<file path="src/rtl/l2_line_responder.sv">
// l2_line_responder
//   L2-side responder for D$ line refill / writeback requests. A line request
//   is split into BEATS = LINE_BYTES*8/DATA_WIDTH word beats on a narrow
//   backing-memory bus. Read beats are reassembled into a line buffer, and the
//   finished line is returned to the D$ as a single-cycle l2_valid_o pulse.
//
//   Optional feature macro: L2_RESP_CRITICAL_WORD_FIRST_EN
//     defined   - beats start at the requested word and wrap within the line;
//                 an extra one-cycle l2_valid_o follows the first read beat
//     undefined - beats run 0..BEATS-1, only the final pulse is produced
//
//   Ports
//     clk_i, rst_ni               clock, async active-low reset
//     l2_ready_o                  high only when idle (request may be presented)
//     dcache_l2_req_*_i           D$ line request (valid, we, addr, wdata)
//     l2_valid_o/addr_o/data_o    completion pulse, line address, line data
//     mem_req_valid_o/ready_i     beat request handshake
//     mem_we_o/addr_o/wdata_o     beat direction, byte address, write data
//     mem_rvalid_i/rdata_i        in-order read beat return
module l2_line_responder #(
  parameter int unsigned DATA_WIDTH = 32,
  parameter int unsigned ADDR_WIDTH = 32,
  parameter int unsigned LINE_BYTES = 64
) (
  input  logic                    clk_i,
  input  logic                    rst_ni,
  output logic                    l2_ready_o,
  input  logic                    dcache_l2_req_valid_i,
  input  logic                    dcache_l2_req_we_i,
  input  logic [ADDR_WIDTH-1:0]   dcache_l2_req_addr_i,
  input  logic [LINE_BYTES*8-1:0] dcache_l2_req_wdata_i,
  output logic                    l2_valid_o,
  output logic [ADDR_WIDTH-1:0]   l2_addr_o,
  output logic [LINE_BYTES*8-1:0] l2_data_o,
  output logic                    mem_req_valid_o,
  input  logic                    mem_req_ready_i,
  output logic                    mem_we_o,
  output logic [ADDR_WIDTH-1:0]   mem_addr_o,
  output logic [DATA_WIDTH-1:0]   mem_wdata_o,
  input  logic                    mem_rvalid_i,
  input  logic [DATA_WIDTH-1:0]   mem_rdata_i
);

  localparam int unsigned BEATS = LINE_BYTES * 8 / DATA_WIDTH;
  localparam int unsigned WB_W  = $clog2(DATA_WIDTH / 8);
  localparam int unsigned IDX_W = (BEATS > 1) ? $clog2(BEATS) : 1;
  localparam int unsigned CNT_W = IDX_W + 1;
  localparam int unsigned LINE_W = LINE_BYTES * 8;

  typedef enum logic [1:0] {IDLE, READ, WRITE, RESP} state_e;

  state_e                  state_q, state_d;
  logic [ADDR_WIDTH-1:0]   base_q, base_d;
  logic [IDX_W-1:0]        start_q, start_d;
  logic [CNT_W-1:0]        issue_q, issue_d;
  logic [CNT_W-1:0]        ret_q, ret_d;
  logic [LINE_W-1:0]       line_q, line_d;
`ifdef L2_RESP_CRITICAL_WORD_FIRST_EN
  logic                    early_q, early_d;
`endif

  // Word slots wrap within the line by truncation to IDX_W bits.
  logic [IDX_W-1:0]        w_issue;
  logic [IDX_W-1:0]        w_ret;

  assign w_issue = start_q + issue_q[IDX_W-1:0];
  assign w_ret   = start_q + ret_q[IDX_W-1:0];

  always_ff @(posedge clk_i or negedge rst_ni) begin
    if (!rst_ni) begin
      state_q <= IDLE;
      base_q  <= '0;
      start_q <= '0;
      issue_q <= '0;
      ret_q   <= '0;
      line_q  <= '0;
`ifdef L2_RESP_CRITICAL_WORD_FIRST_EN
      early_q <= 1'b0;
`endif
    end else begin
      state_q <= state_d;
      base_q  <= base_d;
      start_q <= start_d;
      issue_q <= issue_d;
      ret_q   <= ret_d;
      line_q  <= line_d;
`ifdef L2_RESP_CRITICAL_WORD_FIRST_EN
      early_q <= early_d;
`endif
    end
  end

  always_comb begin
    state_d = state_q;
    base_d  = base_q;
    start_d = start_q;
    issue_d = issue_q;
    ret_d   = ret_q;
    line_d  = line_q;
`ifdef L2_RESP_CRITICAL_WORD_FIRST_EN
    early_d    = 1'b0;
    l2_valid_o = early_q;
`else
    l2_valid_o = 1'b0;
`endif
    l2_ready_o      = 1'b0;
    l2_addr_o       = base_q;
    l2_data_o       = line_q;
    mem_req_valid_o = 1'b0;
    mem_we_o        = 1'b0;
    mem_addr_o      = '0;
    mem_wdata_o     = '0;

    unique case (state_q)
      IDLE: begin
        l2_ready_o = 1'b1;
        if (dcache_l2_req_valid_i) begin
          base_d  = dcache_l2_req_addr_i & ~ADDR_WIDTH'(LINE_BYTES - 1);
`ifdef L2_RESP_CRITICAL_WORD_FIRST_EN
          start_d = dcache_l2_req_addr_i[WB_W +: IDX_W];
`else
          start_d = '0;
`endif
          issue_d = '0;
          ret_d   = '0;
          if (dcache_l2_req_we_i) begin
            line_d  = dcache_l2_req_wdata_i;
            state_d = WRITE;
          end else begin
            state_d = READ;
          end
        end
      end

      READ: begin
        // Issue runs ahead of return; both counters may step in one cycle.
        mem_req_valid_o = (issue_q < CNT_W'(BEATS));
        mem_addr_o      = base_q + (ADDR_WIDTH'(w_issue) << WB_W);
        if (mem_req_valid_o && mem_req_ready_i) begin
          issue_d = issue_q + 1'b1;
        end
        if (mem_rvalid_i) begin
          line_d[w_ret * DATA_WIDTH +: DATA_WIDTH] = mem_rdata_i;
          ret_d = ret_q + 1'b1;
`ifdef L2_RESP_CRITICAL_WORD_FIRST_EN
          if (ret_q == '0) begin
            early_d = 1'b1;
          end
`endif
          if (ret_q == CNT_W'(BEATS - 1)) begin
            state_d = RESP;
          end
        end
      end

      WRITE: begin
        mem_req_valid_o = 1'b1;
        mem_we_o        = 1'b1;
        mem_addr_o      = base_q + (ADDR_WIDTH'(w_issue) << WB_W);
        mem_wdata_o     = line_q[w_issue * DATA_WIDTH +: DATA_WIDTH];
        if (mem_req_ready_i) begin
          issue_d = issue_q + 1'b1;
          if (issue_q == CNT_W'(BEATS - 1)) begin
            state_d = RESP;
          end
        end
      end

      RESP: begin
        l2_valid_o = 1'b1;
        state_d    = IDLE;
      end

      default: state_d = IDLE;
    endcase
  end

endmodule
</file>
<file path="config.mk">
export PLATFORM = sky130hd
export DESIGN_NAME = l2_line_responder
export DESIGN_NICKNAME = d
export VERILOG_FILES = /design/src/rtl/l2_line_responder.sv
export SDC_FILE = /design/constraint.sdc
export NUM_CORES = 1
export LEC_CHECK = 0
export ABC_AREA = 0
export CORE_AREA = 2 2 464 466
export CTS_CLUSTER_SIZE = 20
export DETAILED_ROUTE_END_ITERATION = 12
export DIE_AREA = 0 0 466 468
export DONT_BUFFER_PORTS = 1
export GPL_TIMING_DRIVEN = 0
export PLACE_DENSITY = 0.3
export SLEW_MARGIN = 20
export SYNTH_ARGS = -nofsm -noshare
export SYNTH_HDL_FRONTEND = slang
export SYNTH_SLANG_ARGS = --single-unit
</file>
<file path="constraint.sdc">
create_clock -name clk_i -period 3.2 [get_ports clk_i]
set_input_delay 0.48 -clock clk_i [delete_from_list [all_inputs] [get_ports clk_i]]
set_output_delay 0.48 -clock clk_i [all_outputs]
set_load 0.01 [all_outputs]
</file>
## Word level (Yosys, flattened, before mapping)

Cells that the tools add are included.

- $add $sub $neg: 4
- Order comparisons: 1
- Equal/unequal tests: 12
- Shifts and indexed selects: 3
- Mux-type cells: 24
- Reductions and logical operators: 10

Operator list:

| kind | number |
|---|---|
| 2-to-1 mux 512 bit | 3 |
| one-hot mux 512 bit (2 select lines) | 1 |
| bitwise mux 512 bit | 1 |
| variable shift 32 x 34 -> 512 bit, first input constant | 1 |
| indexed part select 32 x 34 -> 512 bit | 1 |
| indexed part select 512 x 10 -> 32 bit | 1 |
| 2-to-1 mux 32 bit | 2 |
| negator 9 -> 34 bit | 1 |
| adder 32 x 6 -> 32 bit | 1 |
| 2-to-1 mux 5 bit | 4 |
| one-hot mux 5 bit (3 select lines) | 1 |
| inequality test 2 bit, second input constant | 7 |
| 2-to-1 mux 2 bit | 6 |
| adder 5 x 1 -> 5 bit, second input constant | 2 |
| == test 5 x 4 -> 1 bit, second input constant | 2 |
| one-hot mux 5 bit (2 select lines) | 1 |
| one-hot mux 2 bit (4 select lines) | 1 |
| AND reduction 4 bit | 2 |
| < comparator 5 bit, second input constant | 1 |
| AND reduction 5 bit | 1 |
| == test 2 bit, second input constant | 2 |
| 2-to-1 mux 1 bit | 3 |
| AND reduction 3 bit | 1 |
| nonzero test 3 bit | 1 |
| other kinds (7) | 7 |

- Flip-flop bits (word level): 550
- Bits of input ports: 582
- Output and inout port bits: 612
- Logic and storage cells: 59

## Depth between registers and ports, before layout

- Word-level depth: 5
- Mapped depth: 14
- Gate-level depth less buffers: 7

## Least setup slack after synthesis

No wires, ideal clock.

- Path kind: flip-flop to flip-flop
- Start: reg ret_q[0]
- End: reg line_q[290], in the netlist l2_data_o[290]
- Setup time: 0.125 ns
- Arrival: 3.126 ns
- Required time: 3.075 ns
- Slack: -0.051 ns
- Stages on the path, launching flop included: 13
- Path buffers: 6
- Clock period less this slack: 3.251 ns
- Cell sequence: dfrtp_1 buf_2 clkbuf_1 clkbuf_1 buf_1 nor3_1 ha_1 clkbuf_1 nor2_1 and3_1 o21ai_2 buf_4 mux2_2

- Longest elaborated chain between the ends: 5
- Elaborated cells on any way between the ends: 6
- Classes of those cells: 1 x add/sub; 2 x shift; 3 x mux

Ends and longest elaborated chain:

| item | line | source |
|---|---|---|
| start: declaration | 56 | `logic [CNT_W-1:0] ret_q, ret_d;` |
| start signal: assignment | 85 | `ret_q <= ret_d;` |
| negator 9 -> 34 bit (*) | 143 | `line_d[w_ret * DATA_WIDTH +: DATA_WIDTH] = mem_rdata_i;` |
| indexed part select 32 x 34 -> 512 bit or variable shift 32 x 34 -> 512 bit (tied branches) | 143 |  |
| bitwise mux 512 bit (*) | 143 |  |
| 2-to-1 mux 512 bit (*) | 142 | `if (mem_rvalid_i) begin` |
| one-hot mux 512 bit (2 select lines) (*) | 114 | `unique case (state_q)` |
| end signal: assignment | 86 | `line_q <= line_d;` |
| end: declaration | 57 | `logic [LINE_W-1:0] line_q, line_d;` |

Every way passes the cells marked *; elsewhere a longest branch is shown, timed or not. The select of a mux whose other input is x is not followed.
A chain may end at the register's enable or synchronous reset.

## Final worst setup path

- Start: reg issue_q[0]
- End: out mem_wdata_o[29]

- Longest elaborated chain between the ends: 2

Ends and longest elaborated chain:

| item | line | source |
|---|---|---|
| start: declaration | 55 | `logic [CNT_W-1:0] issue_q, issue_d;` |
| start signal: assignment | 84 | `issue_q <= issue_d;` |
| indexed part select 512 x 10 -> 32 bit | 160 | `mem_wdata_o = line_q[w_issue * DATA_WIDTH +: DATA_WIDTH];` |
| 2-to-1 mux 32 bit | 114 |  |
| end: declaration | 39 | `output logic [DATA_WIDTH-1:0] mem_wdata_o,` |

Every way passes these cells.

==> results.yml <==
routing:
  routed-via-count: 29900
  wl_um: 283000
  ant_nets: 0
  drt-pass1-iter-count: 8
  remaining_drc_errors: 0
  viasPerCell: 4.70
  drt-initial-drc-count: 2590
  avgRoutedWirePerCell_um: 44.5
outcome:
  violations: "setup timing"
  outcome: "finished, violations left"
clocking:
  cts.root.buffer_cell: "clkbuf_16"
  htree_levels: 3
  cts_inserted_buffers: 80
  insertion_delay_ps: 710
  path_clk_slew_ps: 60
  cts.sinks: 550
  clock_path_buffers: 3
  cts_tree: "yes"
hold_path:
  min_to: "l2_data_o[304]"
  hp-start: "dcache_l2_req_wdata_i[304]"
  hold_path_depth: 2
  holdCritPathClass: "in2reg"
synthesis:
  post_synth.cell_area_avg_um2: 11.1
  yosys.area_share.adder_pct: 0.421
  yosys_warnings: 0
  synth_seq_cells: 550
  synth_xor_area_share_pct: 0.0842
  synth.area.top_cells: "dfrtp_1 (46%), mux4_2 (9.7%), o2bb2ai_1 (6.8%)"
  synth_ff_type: "dfrtp_1"
  synth_compound_area_share_pct: 19.3
  synth_mux_area_share_pct: 20.8
  async_flop_share_pct: 100
  synthTopCellsByCount: "dfrtp_1 (550), nor2_1 (366), o2bb2ai_1 (231)"
  synthCells: 2678
  synth_simple_gate_area_share_pct: 8.23
  synth_top_family_by_area: "multiplexers"
  synth.distinct_cells: 62
  yosysSeqAreaShare_pct: 46.3
  synth_most_common_cell: "dfrtp_1"
  synth_top_area_cell: "dfrtp_1"
  synth_top_area_share_pct: 46.3
  synth_edf_count: 0
  synth_area_um2: 29700
pwr:
  leakage_nw: 17.2
  p_sw_mw: 30.9
  total_power_mw: 59.4
  peakVddDrop_mv: 0.486
  seqPwrFrac_pct: 31.5
  intPower_mw: 28.5
  swShare_pct: 52.1
  clock_power_share_pct: 16.8
  p_comb_share_pct: 51.7
  p_per_area_nw_per_um2: 1300
sta:
  tightest_slew_ps: 1190
  grt_setup_unrepaired: "true"
  clock_skew_ps: 21.5
  hold_viol: 0
  whs_ps: 85.7
  min_period_ps: 3250
  slew_headroom_pct: 20.5
  slew_viol_final: 0
  fin_ws_ps: -46.6
  fin_crit_sh_pct: 101
  clock.fmax_mhz: 308
  setup_violations: 9
final_layout:
  post-route-util_pct: 21.4
  stdcell_area_um2: 45600
  nFillCells: 23100
  finalNonFillerCells: 6358
  seq_area_um2: 13800
  finalNetCount: 4001
  multiInputGateArea_um2: 15800
  final_layout_size_suffix_gt1_share_pct: 26.3
  syn_to_final_growth_pct: 53.5
grt:
  first_global_vias: 30400
  grt_overflow: 0
  grt_max_degree: 551
  grt_antenna_before_repair: 61
  grt.total_usage_pct: 25.1
  grt_pass1_wl_um: 352000
floorplanning:
  die_y_um: 468
  num_io_pins: 1194
  start_util_pct: 13.9
  fp.dieArea_um2: 218000
  fp.dieW_um: 466
  std_cell_rows: 170
  placeableCoreArea_um2: 213000
placement:
  dp_hpwl_um: 220000
  dpl.cell_count: 5549
  place_area_um2: 34000
  gp_congestion: 0.897
  io_buffers: 0
setup_path:
  crit_required_ps: 2720
  path_class: "reg2out"
  ff2ff_path_depth: 13
  r2r_slack_ps: 40
  r2r_end: "l2_data_o[41]"
  start_kind: "flop"
  arrival_ps: 2770
  path_max_fanout: 7
  r2r-start: "state_q[0]"
  end_kind: "output pin"
  critPathLaunch: "issue_q[0]"
run:
  maxCapViolCount: 0
## per-stage QoR
stage,setup WS [ps],TNS [ps]
after floorplan,4.55,0
after global placement,-6080,-2136830
after detailed placement,-2850,-1105030
after CTS,-205,-4460
after global routing,-153,-4380
final,-46.6,-165
## routing by layer
metal	up-vias	wire length [um]	GRT usage, %
met5	-	41	0
met4	6	14100	11.4
met3	421	26400	8.40
met2	1838	132000	41.0
met1	15900	111000	29.7
li1	11700	-	-
## worst max path at each step
stage | endpoint | depth (start not counted)
global route | mem_wdata_o[29] | 6
detailed placement | l2_data_o[115] | 11
finish | mem_wdata_o[29] | 6
floorplan | l2_data_o[86] | 13
CTS | mem_wdata_o[5] | 8
global placement | l2_data_o[113] | 12
## power by group through the flow
stage	combinational (mW)	sequential (mW)	clock, mW
floorplan	13.8	14.4	0
global placement	24.6	18.7	0
detailed placement	25.3	18.8	0
CTS	30.4	18.7	10.3
global route	32.2	19.0	10.5
finish	30.7	18.7	9.98
## state kept, by name (all words and copies together) (netlist names)
| signal | cells |
|---|---|
| l2_data_o | 512 |
| ret_q | 5 |
| l2_addr_o | 26 |
| state_q | 2 |
| issue_q | 5 |
## critical path: stages (launching register included)
cell and delay [ps]:
dfrtp_2 380, buf_12 140, clkbuf_16 200, buf_16 220, mux4_2 610, mux2i_4 240
o22ai_4 190
## cells by family (layout without fill, tap and decap cells)
logic type               Yosys count  after routing
other                              1             53
adder cells (fa/ha/maj)           10             10
flip-flops                       550            550
AND/OR/NAND/NOR                  585            585
AO/OA/AOI/OAI                    770            770
multiplexers                     429            429
XOR/XNOR                           2              2
buffers and inverters            331           1121
## placed cells by master (no fill, tap or decap), types with 40 or more instances in the layout
| cell | count |
|---|---|
| clkbuf_1 | 67 |
| o22ai_1 | 128 |
| nand2_1 | 118 |
| dfrtp_1 | 549 |
| mux4_2 | 128 |
| o2bb2ai_1 | 223 |
| dlygate4sd3_1 | 530 |
| diode_2 | 45 |
| a21oi_1 | 107 |
| nor2_1 | 361 |
| a32oi_1 | 82 |
| mux2_1 | 87 |
| buf_12 | 43 |
| inv_1 | 40 |
| buf_4 | 118 |
| clkbuf_16 | 91 |
| mux2_2 | 149 |
| clkbuf_2 | 55 |
| o21ai_0 | 44 |
## repair_timing
item,CTS,global route
endpoints found under the setup margin,566,391
setup buffers,79,14
hold buffers,529,2
gates cloned,4,0
gates resized for setup,500,45
endpoints found under the hold margin,1080,258
pin swaps,28,11
## final cells by class
class                   instances  area share, %
clock inverters                30          0.927
inverters                      44          0.379
plain buffers                 272           4.95
flip-flops and latches        550           30.2
multi-input cells            1804           34.7
clock buffers                 118           5.28
repair buffers                657           15.6
well taps                    2838           7.79
diodes                         45          0.247
No activity file was read; power rests on OpenSTA's default activity.
